===== src/rtl/eth_tx_mac_param.sv =====
// eth_tx_mac_param: byte stream to RMII/MII transmit MAC (preamble, pad, FCS, gap, abort); define ETH_TX_STATS_EN for frame counters
module eth_tx_mac_param #(
  parameter int PHY_W          = 2,
  parameter int PREAMBLE_BYTES = 7,
  parameter int MIN_FRAME      = 60,
  parameter int MAX_FRAME      = 1514,
  parameter int IFG_BYTES      = 12
) (
  input  logic             clk_mac,
  input  logic             rst_n,
  input  logic             speed_10,
  input  logic             tx_vld,
  input  logic [7:0]       tx_dat,
  input  logic             tx_sof,
  input  logic             tx_eof,
  input  logic             tx_err,
  output logic             tx_ack,
  output logic             tx_busy,
  output logic             eth_txen,
  output logic [PHY_W-1:0] eth_txd,
  output logic [15:0]      stat_ok,
  output logic [15:0]      stat_err
);
  localparam int S = 8 / PHY_W;
  localparam logic [2:0] IDLE = 3'd0, PREAMBLE = 3'd1, BODY = 3'd2, PAD = 3'd3, FCS = 3'd4, GAP = 3'd5;
  logic [2:0]  state;
  logic        spd, cur_en, inv, tick, stb, take;
  logic [3:0]  div;
  logic [1:0]  sym;
  logic [7:0]  sh, idx, fcs_b;
  logic [10:0] cnt, cnt_inc;
  logic [31:0] crc, fcs;

  function automatic logic [31:0] crc_byte(input logic [31:0] c, input logic [7:0] d);
    logic [31:0] r;
    r = c;
    for (int i = 0; i < 8; i++) r = (r >> 1) ^ ((r[0] ^ d[i]) ? 32'hEDB88320 : 32'h0);
    return r;
  endfunction

  assign tick    = !spd || div == 4'd9;
  assign stb     = tick && sym == 2'(S - 1);
  assign take    = tx_vld && !tx_err && cnt != 11'(MAX_FRAME);
  assign cnt_inc = cnt + {10'd0, ~&cnt};
  // FCS laid out so that the first byte on the wire is fcs[31:24]
  assign fcs     = ~{crc[7:0], crc[15:8], crc[23:16], crc[31:24]};
  assign fcs_b   = (idx[1:0] == 2'd0 ? fcs[31:24] : idx[1:0] == 2'd1 ? fcs[23:16] :
                    idx[1:0] == 2'd2 ? fcs[15:8] : fcs[7:0]) ^ {8{inv}};
  assign tx_ack  = rst_n && ((state == IDLE && tx_vld && !tx_sof) ||
                             (state == BODY && stb && (tx_vld || tx_err)));
  assign tx_busy = state != IDLE;

  // symbol timing: speed latched while idle, divider and symbol index restart each frame
  always_ff @(posedge clk_mac)
    if (!rst_n) begin
      spd <= 1'b0;
      div <= '0;
      sym <= '0;
    end else if (state == IDLE) begin
      spd <= speed_10;
      div <= '0;
      sym <= '0;
    end else begin
      div <= tick ? 4'd0 : div + 4'd1;
      if (tick) sym <= stb ? 2'd0 : sym + 2'd1;
    end

  // registered PHY pins, advanced once per symbol tick
  always_ff @(posedge clk_mac)
    if (!rst_n) begin
      eth_txen <= 1'b0;
      eth_txd  <= '0;
    end else if (tick && state != IDLE) begin
      eth_txen <= cur_en;
      eth_txd  <= sh[PHY_W-1:0];
    end

  // frame sequencer: each byte strobe loads the byte for the next byte time
  always_ff @(posedge clk_mac)
    if (!rst_n) begin
      state  <= IDLE;
      sh     <= '0;
      cur_en <= 1'b0;
      idx    <= '0;
      cnt    <= '0;
      crc    <= '1;
      inv    <= 1'b0;
    end else begin
      if (tick) sh <= sh >> PHY_W;
      case (state)
        IDLE: begin
          crc <= '1;
          if (tx_vld && tx_sof) begin
            state  <= PREAMBLE;
            sh     <= 8'h55;
            cur_en <= 1'b1;
            idx    <= 8'd1;
            cnt    <= '0;
            inv    <= 1'b0;
          end
        end
        PREAMBLE: if (stb) begin
          sh  <= idx == 8'(PREAMBLE_BYTES) ? 8'hD5 : 8'h55;
          idx <= idx == 8'(PREAMBLE_BYTES) ? 8'd0 : idx + 8'd1;
          if (idx == 8'(PREAMBLE_BYTES)) state <= BODY;
        end
        BODY: if (stb) begin
          if (take) begin
            sh  <= tx_dat;
            crc <= crc_byte(crc, tx_dat);
            cnt <= cnt_inc;
            if (tx_eof) state <= cnt_inc < 11'(MIN_FRAME) ? PAD : FCS;
          end else begin
            sh    <= ~fcs[31:24];
            inv   <= 1'b1;
            idx   <= 8'd1;
            state <= FCS;
          end
        end
        PAD: if (stb) begin
          sh  <= 8'h00;
          crc <= crc_byte(crc, 8'h00);
          cnt <= cnt_inc;
          if (cnt_inc == 11'(MIN_FRAME)) state <= FCS;
        end
        FCS: if (stb) begin
          sh  <= fcs_b;
          idx <= idx == 8'd3 ? 8'd0 : idx + 8'd1;
          if (idx == 8'd3) state <= GAP;
        end
        GAP: if (tick) begin
          if (idx == 8'(IFG_BYTES + 1)) begin
            state <= IDLE;
            idx   <= '0;
          end else if (stb) begin
            sh     <= '0;
            cur_en <= 1'b0;
            idx    <= idx + 8'd1;
          end
        end
        default: state <= IDLE;
      endcase
    end

`ifdef ETH_TX_STATS_EN
  // count each frame as it enters the gap, split by abort status
  always_ff @(posedge clk_mac)
    if (!rst_n) begin
      stat_ok  <= '0;
      stat_err <= '0;
    end else if (state == FCS && stb && idx == 8'd3) begin
      stat_ok  <= stat_ok + {15'd0, !inv};
      stat_err <= stat_err + {15'd0, inv};
    end
`else
  assign stat_ok  = '0;
  assign stat_err = '0;
`endif
endmodule

===== config.mk =====
export PLATFORM = sky130hd
export DESIGN_NAME = eth_tx_mac_param
export DESIGN_NICKNAME = d
export VERILOG_FILES = /design/src/rtl/eth_tx_mac_param.sv
export SDC_FILE = /design/constraint.sdc
export NUM_CORES = 1
export LEC_CHECK = 0
export BUFFER_PORTS_ARGS = -buffer_cell sky130_fd_sc_hd__buf_2
export CAP_MARGIN = 25
export CORE_MARGIN = 2
export CORE_UTILIZATION = 50
export DETAILED_ROUTE_END_ITERATION = 10
export PLACE_DENSITY = 0.69
export REMOVE_ABC_BUFFERS = 1
export SLEW_MARGIN = 30
export SYNTH_ARGS = -nofsm -noshare
export SYNTH_HDL_FRONTEND = slang
export SYNTH_SLANG_ARGS = --single-unit
export TNS_END_PERCENT = 30

===== constraint.sdc =====
create_clock -name clk_mac -period 4.9 [get_ports clk_mac]
set_clock_uncertainty 0.05 [all_clocks]
set_input_delay 0.735 -clock clk_mac [delete_from_list [all_inputs] [get_ports clk_mac]]
set_output_delay 0.735 -clock clk_mac [all_outputs]
set_load 0.05 [all_outputs]

Word-level counts from Yosys, hierarchy flattened
Index checks and enable logic that the tools add are counted.
- flip-flop bits (word level): 74
- word-level logic and storage cells: 182
- output and inout port bits: 37
- input bits: 15
- reduce and logical (&&, ||, !) cells: 33
- add/subtract/negate cells: 4
- bitwise operators: 28
- mux-type cells: 74
- order comparisons: 1
- eq/ne operators: 30
- operator list (cell ; count):
    32-bit two-way mux ; 19
    31-bit by 32-bit XOR with 32-bit output ; 16
    8-bit two-way mux ; 23
    32-bit case mux with 3 select lines ; 1
    8-bit case mux with 6 select lines ; 1
    11-bit two-way mux ; 4
    8-bit case mux with 5 select lines ; 1
    3-bit two-way mux ; 13
    11-bit case mux with 3 select lines ; 1
    32-bit inverter ; 1
    2-bit inequality test, second input constant ; 13
    11-bit AND reduction ; 2
    3-bit case mux with 6 select lines ; 1
    11-bit by 1-bit adder with 11-bit output ; 1
    11-bit by 6-bit equality test with 1-bit output, second input constant ; 1
    11-bit by 6-bit less-than comparator with 1-bit output, second input constant ; 1
    11-bit inequality test, second input constant ; 1
    1-bit logical AND ; 10
    5-bit AND reduction ; 2
    8-bit by 1-bit adder with 8-bit output, second input constant ; 1
    8-bit by 2-bit equality test with 1-bit output, second input constant ; 1
    8-bit by 3-bit equality test with 1-bit output, second input constant ; 1
    8-bit by 4-bit equality test with 1-bit output, second input constant ; 1
    8-bit inverter ; 1
    other kinds (27) ; 53

Logic depth before layout (Yosys ltp)
Gate-level depths: netlist (run 1).
- depth after elaboration: 27
- depth in mapped cells: 11
- depth with buffers taken out: 10

Worst setup path after synthesis (run 1)
Ideal clock, no wire load.
- kind: flip-flop to output port
- start: register div[0]
- end: output tx_ack
- path slack: 1796 ps
- required time: 4115 ps
- cell stages (with the launch flop): 8
- buffers on the path: 1
- arrival: 2319 ps
- path through: dfxtp_1 > ha_1 > nand3b_1 > a21o_1 > clkbuf_1 > nor2_1 > o21ai_0 > a21oi_1
- word-level cells in the longest chain between the ends: 7
- ends and longest elaborated chain (element ; line ; source):
    start, declared ; 28 ; logic [3:0] div;
    start signal, assigned ; 64 ; div <= tick ? 4'd0 : div + 4'd1;
    4-bit equality test ; 41 ; assign tick = !spd || div == 4'd9;
    1-bit logical OR ; 41 ;
    1-bit logical AND ; 42 ; assign stb = tick && sym == 2'(S - 1);
    1-bit logical AND (2 in series) ; 50 ; (state == BODY && stb && (tx_vld || tx_err)));
    1-bit logical OR ; 49 ; assign tx_ack = rst_n && ((state == IDLE && tx_vld && !tx_sof) ||
    1-bit logical AND ; 49 ;
    end, declared ; 17 ; output logic tx_ack,
Every way passes these cells.

Final worst setup path (run 1)
- start: register state[2]
- end: output tx_ack
- word-level cells in the longest chain between the ends: 5
- elaborated cells on any way between the ends: 8
- classes of those cells: 1 x eq/ne; 7 x reduce/logical
- ends and longest elaborated chain (element ; line ; source):
    start, declared ; 26 ; logic [2:0] state;
    start signal, assigned ; 112 ; if (tx_eof) state <= cnt_inc < 11'(MIN_FRAME) ? PAD : FCS;
    3-bit by 2-bit equality test with 1-bit output or 3-bit zero test (tied branches) ; 50, 49 ;
    1-bit logical AND (on tied branches) (2 in series) ; 50, 49 ;
    1-bit logical OR * ; 49 ;
    1-bit logical AND * ; 49 ;
Mark *: on every way between the ends. The rest lies on a longest branch, timed or not.

==> results.md, run 1 <==
* CTS tree: yes
* Number of enable flip-flop cells after synthesis at 0
* Synth Instances at 786
* Setup crit end kind: output port
* Crit Path Category: register to output port
* Critical Path Max Stage Delay at 0.98 ns
* Delay-heaviest family, CP: flip-flops
* Critical path buffer and inverter count at 2
* RSZ-0062 raised after global routing: no
* Placed Cells at 935
* Total Nets Final at 798
* CTS Buf Count at 9
* Worst Path Arrival at 2.61 ns
* Total track usage at 27.8%
* Die X at 116 um
* # Max-Cap Violations at 0
* Tot Pwr at 2.68 mW
* Antenna cells at 0
* Met1 track demand over resource at 35.1%
* CP max FO at 27
* Die Y at 116 um
* Crit-path slowest cell: dfxtp_1
* Critical path cell sequence: nor2_1 -> nand2_1 -> buf_4 -> nor2_1 -> o21ai_0 -> a21oi_1 -> buf_2
* Met2 usage at 45.7%
* Final core utilization at 53.8%
* Clock Latency Late Sink at 0.35 ns
* Final Setup Violations at 0
* Tightest Pin Transition at 1.00 ns
* Fin Setup TNS at 0 ns
* Peak supply drop at 0.000202 V
* GR peak layer: met2
* HP Class: register to register
* Placeable Area at 12,500 um2
* Detailed placement HPWL at 12.6 mm
* Leakage at 2.46 nW
* Main synth FF type: dfxtp_1
* RePlAce Congestion at 0.888
* Grt met3 use at 6.85%
* Max_slew headroom at 33.2%
* CTS Hold Bufs at 0
* CP Launch Type: register
* Max-slew violations at 0
* Hold Fails Final Rpt at 0
* Yosys reg bits at 74
* Crit path required time at 4.12 ns
* Initial Utilization at 50.6%
* Fraction of registers with async set/reset at 0%
* H-tree levels at 3
* Seq/Total Area, Yosys at 23.5%
* CTS Buffer Depth at 2
* Final min period at 3.39 ns
* Initial antenna violation count at 0
* Clock slew seen by the registers of the worst setup and hold paths at 0.06 ns
* Vias in the first global route at 5,487
* Fmax at 0.295 GHz
* Mapped Area at 6310 um2
* Antenna-violating nets left at 0
* Drt drc at 0
* Library cells used by synthesis at 73
* GRT overflow at 0
* Detailed-route via count at 5,733
* Post-DR wirelength/cell at 19.1 um
* Port Buffers at 19
* I/O Pins at 52
* DRT Wirelength at 18.2 mm
* FP Rows at 41
* Non-Filler Instances at 951
* Root buffer cell: clkbuf_16
* Initial DRC Count at 541
* Post-cts resize count at 0
* Full die area at 13,500 um2
* Power Density at 400 nW/um2
* Syn. warnings at 0
* DRT Pass-1 Iters at 6
* Pin count of the biggest net entering global routing at 47
* Fin crit share at 69.2%
* Status: complete, no violations
* Post-CTS Repair Setup Buffers at 0
* Clk sinks at 74
* Via density per instance at 6.03
* Avg Cell Area, Syn at 8.02 um2
* Layout area overhead at 6.29%
* First-pass GRT wire length at 28.9 mm
* Share of cells above drive strength 1 at 9.76%
* CP most frequent cell: nor2_1
==> power breakdown <==
part	switching [mW]	total, mW	internal [mW]	leakage (nW)
Combinational	0.680	1.17	0.489	1.69
Clock	0.264	0.776	0.513	0.167
Sequential	0.0916	0.737	0.646	0.602
Total	1.03	2.68	1.65	2.46
==> cell usage after synthesis (4+ instances only) <==
cell / n / area, um2
nor2_1: 47 / 176
xor2_2: 4 / 65.1
xnor3_1: 6 / 135
xnor2_1: 87 / 762
xor2_1: 31 / 272
nor4_1: 4 / 25.0
nand2b_1: 9 / 56.3
and2_1: 9 / 56.3
mux2_2: 7 / 78.8
a211oi_1: 14 / 105
nand3_1: 25 / 125
nand2_1: 69 / 259
o21ai_0: 35 / 175
a21o_1: 8 / 60.1
o21ai_1: 24 / 120
or3_1: 7 / 43.8
nor2b_1: 8 / 50.1
a31oi_1: 14 / 87.6
a221oi_1: 7 / 61.3
o221ai_1: 7 / 61.3
dfxtp_1: 74 / 1480
a21oi_1: 48 / 240
xnor2_2: 6 / 97.6
clkbuf_1: 28 / 105
buf_2: 17 / 85.1
o21a_1: 4 / 30.0
and3_1: 5 / 31.3
a2111oi_0: 7 / 61.3
ha_1: 9 / 113
buf_4: 33 / 248
inv_1: 15 / 56.3
mux2i_1: 20 / 200
o31ai_1: 4 / 30.0
nor3_1: 25 / 125
nand4_1: 9 / 56.3
==> routing by layer <==
layer | wire (um) | part of all wire [%]
met4 | 522 | 2.9
met3 | 1400 | 7.7
met2 | 8520 | 47
met5 | 0 | 0
met1 | 7750 | 43
==> stage by stage <==
step	area (um2)	hold slack, ns	setup WS (ns)
6_report	6700	0.405	1.51
5_1_grt	6700	0.443	1.32
4_1_cts	6690	0.413	1.56
3_5_place_dp	6340	0.405	1.91
3_3_place_gp	6340	0.394	1.97
2_1_floorplan	5950	0.379	1.45
==> cell type report <==
cell class / count / area [um2]
fill: 1182 / 5760
multi-input combinational: 643 / 4430
sequential: 74 / 1480
clock buffer: 12 / 246
tap: 172 / 215
timing repair buffer: 29 / 170
clock inverter: 4 / 98.8
inverter: 17 / 63.8
==> state kept, by name, indices dropped and copies added, names as in the netlist, 2 cells and up <==
| register | count |
|---|---|
| cnt | 11 |
| crc | 32 |
| div | 4 |
| eth_txd | 2 |
| idx | 8 |
| sh | 8 |
| state | 3 |
| sym | 2 |
==> worst min-delay path, cell delays in order, from the launching register on <==
cell and delay [ns]:
dfxtp_1 0.30, nand2_1 0.05, a21oi_1 0.05
==> placed cells by master (no fill, tap or decap), drive strengths merged, types with 3 or more instances in the layout <==
cell type,instances
a2111oi,7
a211oi,14
a21o,8
a21oi,48
a221oi,7
a222oi,3
a31oi,14
a41oi,3
and2,9
and3,5
buf,29
bufinv,3
clkbuf,12
conb,32
dfxtp,74
ha,9
inv,17
mux2,7
mux2i,20
nand2,69
nand2b,9
nand3,25
nand3b,3
nand4,9
nor2,49
nor2b,8
nor3,26
nor4,5
o21a,4
o21ai,60
o221ai,7
o31ai,4
or3,7
or4,3
xnor2,96
xnor3,6
xor2,35
==> path summary, 6_finish.rpt <==
check                        start               endpoint  slack (ns)  depth (start not counted)
max          state[2]$_SDFFE_PN0P_                 tx_ack        1.51                          7
min            cur_en$_SDFFE_PN0P_  eth_txen$_SDFFE_PN0P_        0.40                          2
max reg2reg  state[2]$_SDFFE_PN0P_    idx[7]$_SDFFE_PN0P_        1.94                          7
min reg2reg    cur_en$_SDFFE_PN0P_  eth_txen$_SDFFE_PN0P_        0.40                          2
==> cell families after synthesis <==
| family | synth area share (%) |
|---|---|
| compound gates | 20.7 |
| buf+inv | 8.49 |
| other cells | 0.0595 |
| fa+ha+maj | 1.79 |
| xor+xnor | 22.8 |
| mux | 4.42 |
| flops | 23.5 |
| simple gates | 18.3 |
Power figures use the tool's default switching activity.
==> run 2: changes to the inputs <==
==> constraint.sdc (replaced) <==
create_clock -name clk_mac -period 3.4 [get_ports clk_mac]
set_clock_uncertainty 0.05 [all_clocks]
set_input_delay 0.51 -clock clk_mac [delete_from_list [all_inputs] [get_ports clk_mac]]
set_output_delay 0.51 -clock clk_mac [all_outputs]
set_load 0.05 [all_outputs]
==> results.md, run 2 (same netlist as run 1, synthesis figures left out) <==
* DRT Wirelength at 18.3 mm
* Initial DRC Count at 534
* Antenna cells at 0
* Number of flip-flops in the largest register at 32
* CTS Buffer Depth at 2
* Initial Utilization at 50.6%
* Worst Path Arrival at 3.05 ns
* Detailed placement HPWL at 12.7 mm
* Setup crit end kind: register
* Placed Cells at 947
* Critical path cell sequence: nand3_1 -> nor2_1 -> nand4_1 -> ha_1 -> nand4_1 -> or4b_1 -> o31ai_1 -> nand2_1 -> o41ai_1 -> o32ai_1
* Hold Fails Final Rpt at 0
* Fin crit share at 85.1%
* Die X at 116 um
* Fmax at 0.346 GHz
* HP Class: input pin to register
* Final min period at 2.89 ns
* Share of cells above drive strength 1 at 10.9%
* FP Rows at 41
* Initial antenna violation count at 0
* Max-slew violations at 0
* Clk sinks at 74
* Non-Filler Instances at 963
* Delay-heaviest family, CP: simple AND/OR/NAND/NOR gates
* Path depth of the worst reg2reg path at 10
* CTS Buf Count at 9
* # Max-Cap Violations at 0
* Clock Latency Late Sink at 0.35 ns
* Area of the multi-input gates at 4410 um2
* Critical path buffer and inverter count at 0
* CP max FO at 8
* Post-CTS Repair Setup Buffers at 0
* GRT overflow at 0
* Post-cts resize count at 0
* Via density per instance at 6.07
* Vias in the first global route at 5,680
* Crit Path Category: register to register
* Leakage at 2.50 nW
* DRT Pass-1 Iters at 5
* Full die area at 13,500 um2
* Critical Path Max Stage Delay at 0.52 ns
* Register name with the most flops: crc
* RePlAce Congestion at 0.939
* Placeable Area at 12,500 um2
* CTS Hold Bufs at 0
* Detailed-route via count at 5,846
* Pin count of the biggest net entering global routing at 47
* Root buffer cell: clkbuf_16
* Commonest non-fill, non-tap cell in the layout: xnor2_1
* R2r endpoint: state[2]$_SDFFE_PN0P_
* Most frequent cells in the layout: xnor2_1, dfxtp_1, nand2_1
* Tightest Pin Transition at 0.874 ns
* Antenna-violating nets left at 0
* Power Density at 564 nW/um2
* Final Setup Violations at 0
* RSZ-0062 raised after global routing: no
* Largest registers: crc x32, cnt x11
* R2R Setup Slk at 0.51 ns
* WHS Path Cells at 3
* Sequential cell area at 1480 um2
* CP most frequent cell: nand4_1
* Worst min-delay path endpoint: spd$_SDFFE_PN0P_
* Post-DR wirelength/cell at 19.0 um
* CP Launch Type: register
* Fillers at 1,207
* CP Launch Point: cnt[8]$_SDFFE_PN0P_
* H-tree levels at 3
* Status: complete, no violations
* First-pass GRT wire length at 29.3 mm
* Stages on worst setup path at 10
* Die Y at 116 um
* I/O Pins at 52
* Peak supply drop at 0.000281 V
* Max_slew headroom at 41.2%
* Total track usage at 28.1%
* Hold Crit Start: speed_10
* Layout area overhead at 7.16%
* Port Buffers at 19
* CTS tree: yes
* Drt drc at 0
* Fin Setup TNS at 0 ns
* Clock slew seen by the registers of the worst setup and hold paths at 0.06 ns
* Crit path required time at 3.56 ns
* Crit Reg-Reg Startpoint: cnt[8]$_SDFFE_PN0P_
* Total Nets Final at 810
* Crit-path slowest cell: or4b_1
## run 2: report_power, final
group / switching (mW) / internal [mW]
clock: 0.391 / 0.642
sequential: 0.107 / 0.930
combinational: 1.01 / 0.737
## run 2: final cells by class
class,count,area share [%]
clock buffer,11,3.44
timing repair buffer,41,4.04
multi-input combinational,643,65.3
tap,172,3.18
clock inverter,5,1.17
sequential,74,21.9
inverter,17,0.944
## run 2: worst register-to-register path, cell delays in order, from the launching register on
cell and delay (ns):
dfxtp_1 0.39, nand3_1 0.19, nor2_1 0.08, nand4_1 0.12, ha_1 0.26, nand4_1 0.25, or4b_1 0.52, o31ai_1 0.33
nand2_1 0.09, o41ai_1 0.34, o32ai_1 0.14
## run 2: worst max path at each step
| stage | to | slack (ns) |
|---|---|---|
| after floorplan | crc[22]$_SDFFE_PN1P_ | 0.02 |
| after CTS | state[2]$_SDFFE_PN0P_ | 0.51 |
| final | state[2]$_SDFFE_PN0P_ | 0.51 |
| after global placement | state[2]$_SDFFE_PN0P_ | 0.61 |
| after detailed placement | state[2]$_SDFFE_PN0P_ | 0.57 |
| after global routing | state[2]$_SDFFE_PN0P_ | 0.18 |
## run 2: metal layers
layer / routed length, um / vias to the layer above / global-route usage, %
li1: - / 2729 / -
met1: 7580 / 2780 / 35.5
met2: 8520 / 283 / 44.8
met3: 1500 / 54 / 6.95
met4: 672 / 0 / 13.6
met5: 0 / - / 0
## run 2: per-stage QoR
step	total power [mW]	hold WS (ns)	utilization, %	worst slack (ns)	area (um2)
6_report	3.81	0.350	54.2	0.508	6760
5_1_grt	4.01	0.352	54.2	0.182	6760
4_1_cts	3.81	0.341	54.2	0.514	6760
3_5_place_dp	2.76	0.404	51.7	0.571	6450
3_3_place_gp	2.73	0.392	51.7	0.608	6450
2_1_floorplan	2.34	0.379	-	0.0156	5950
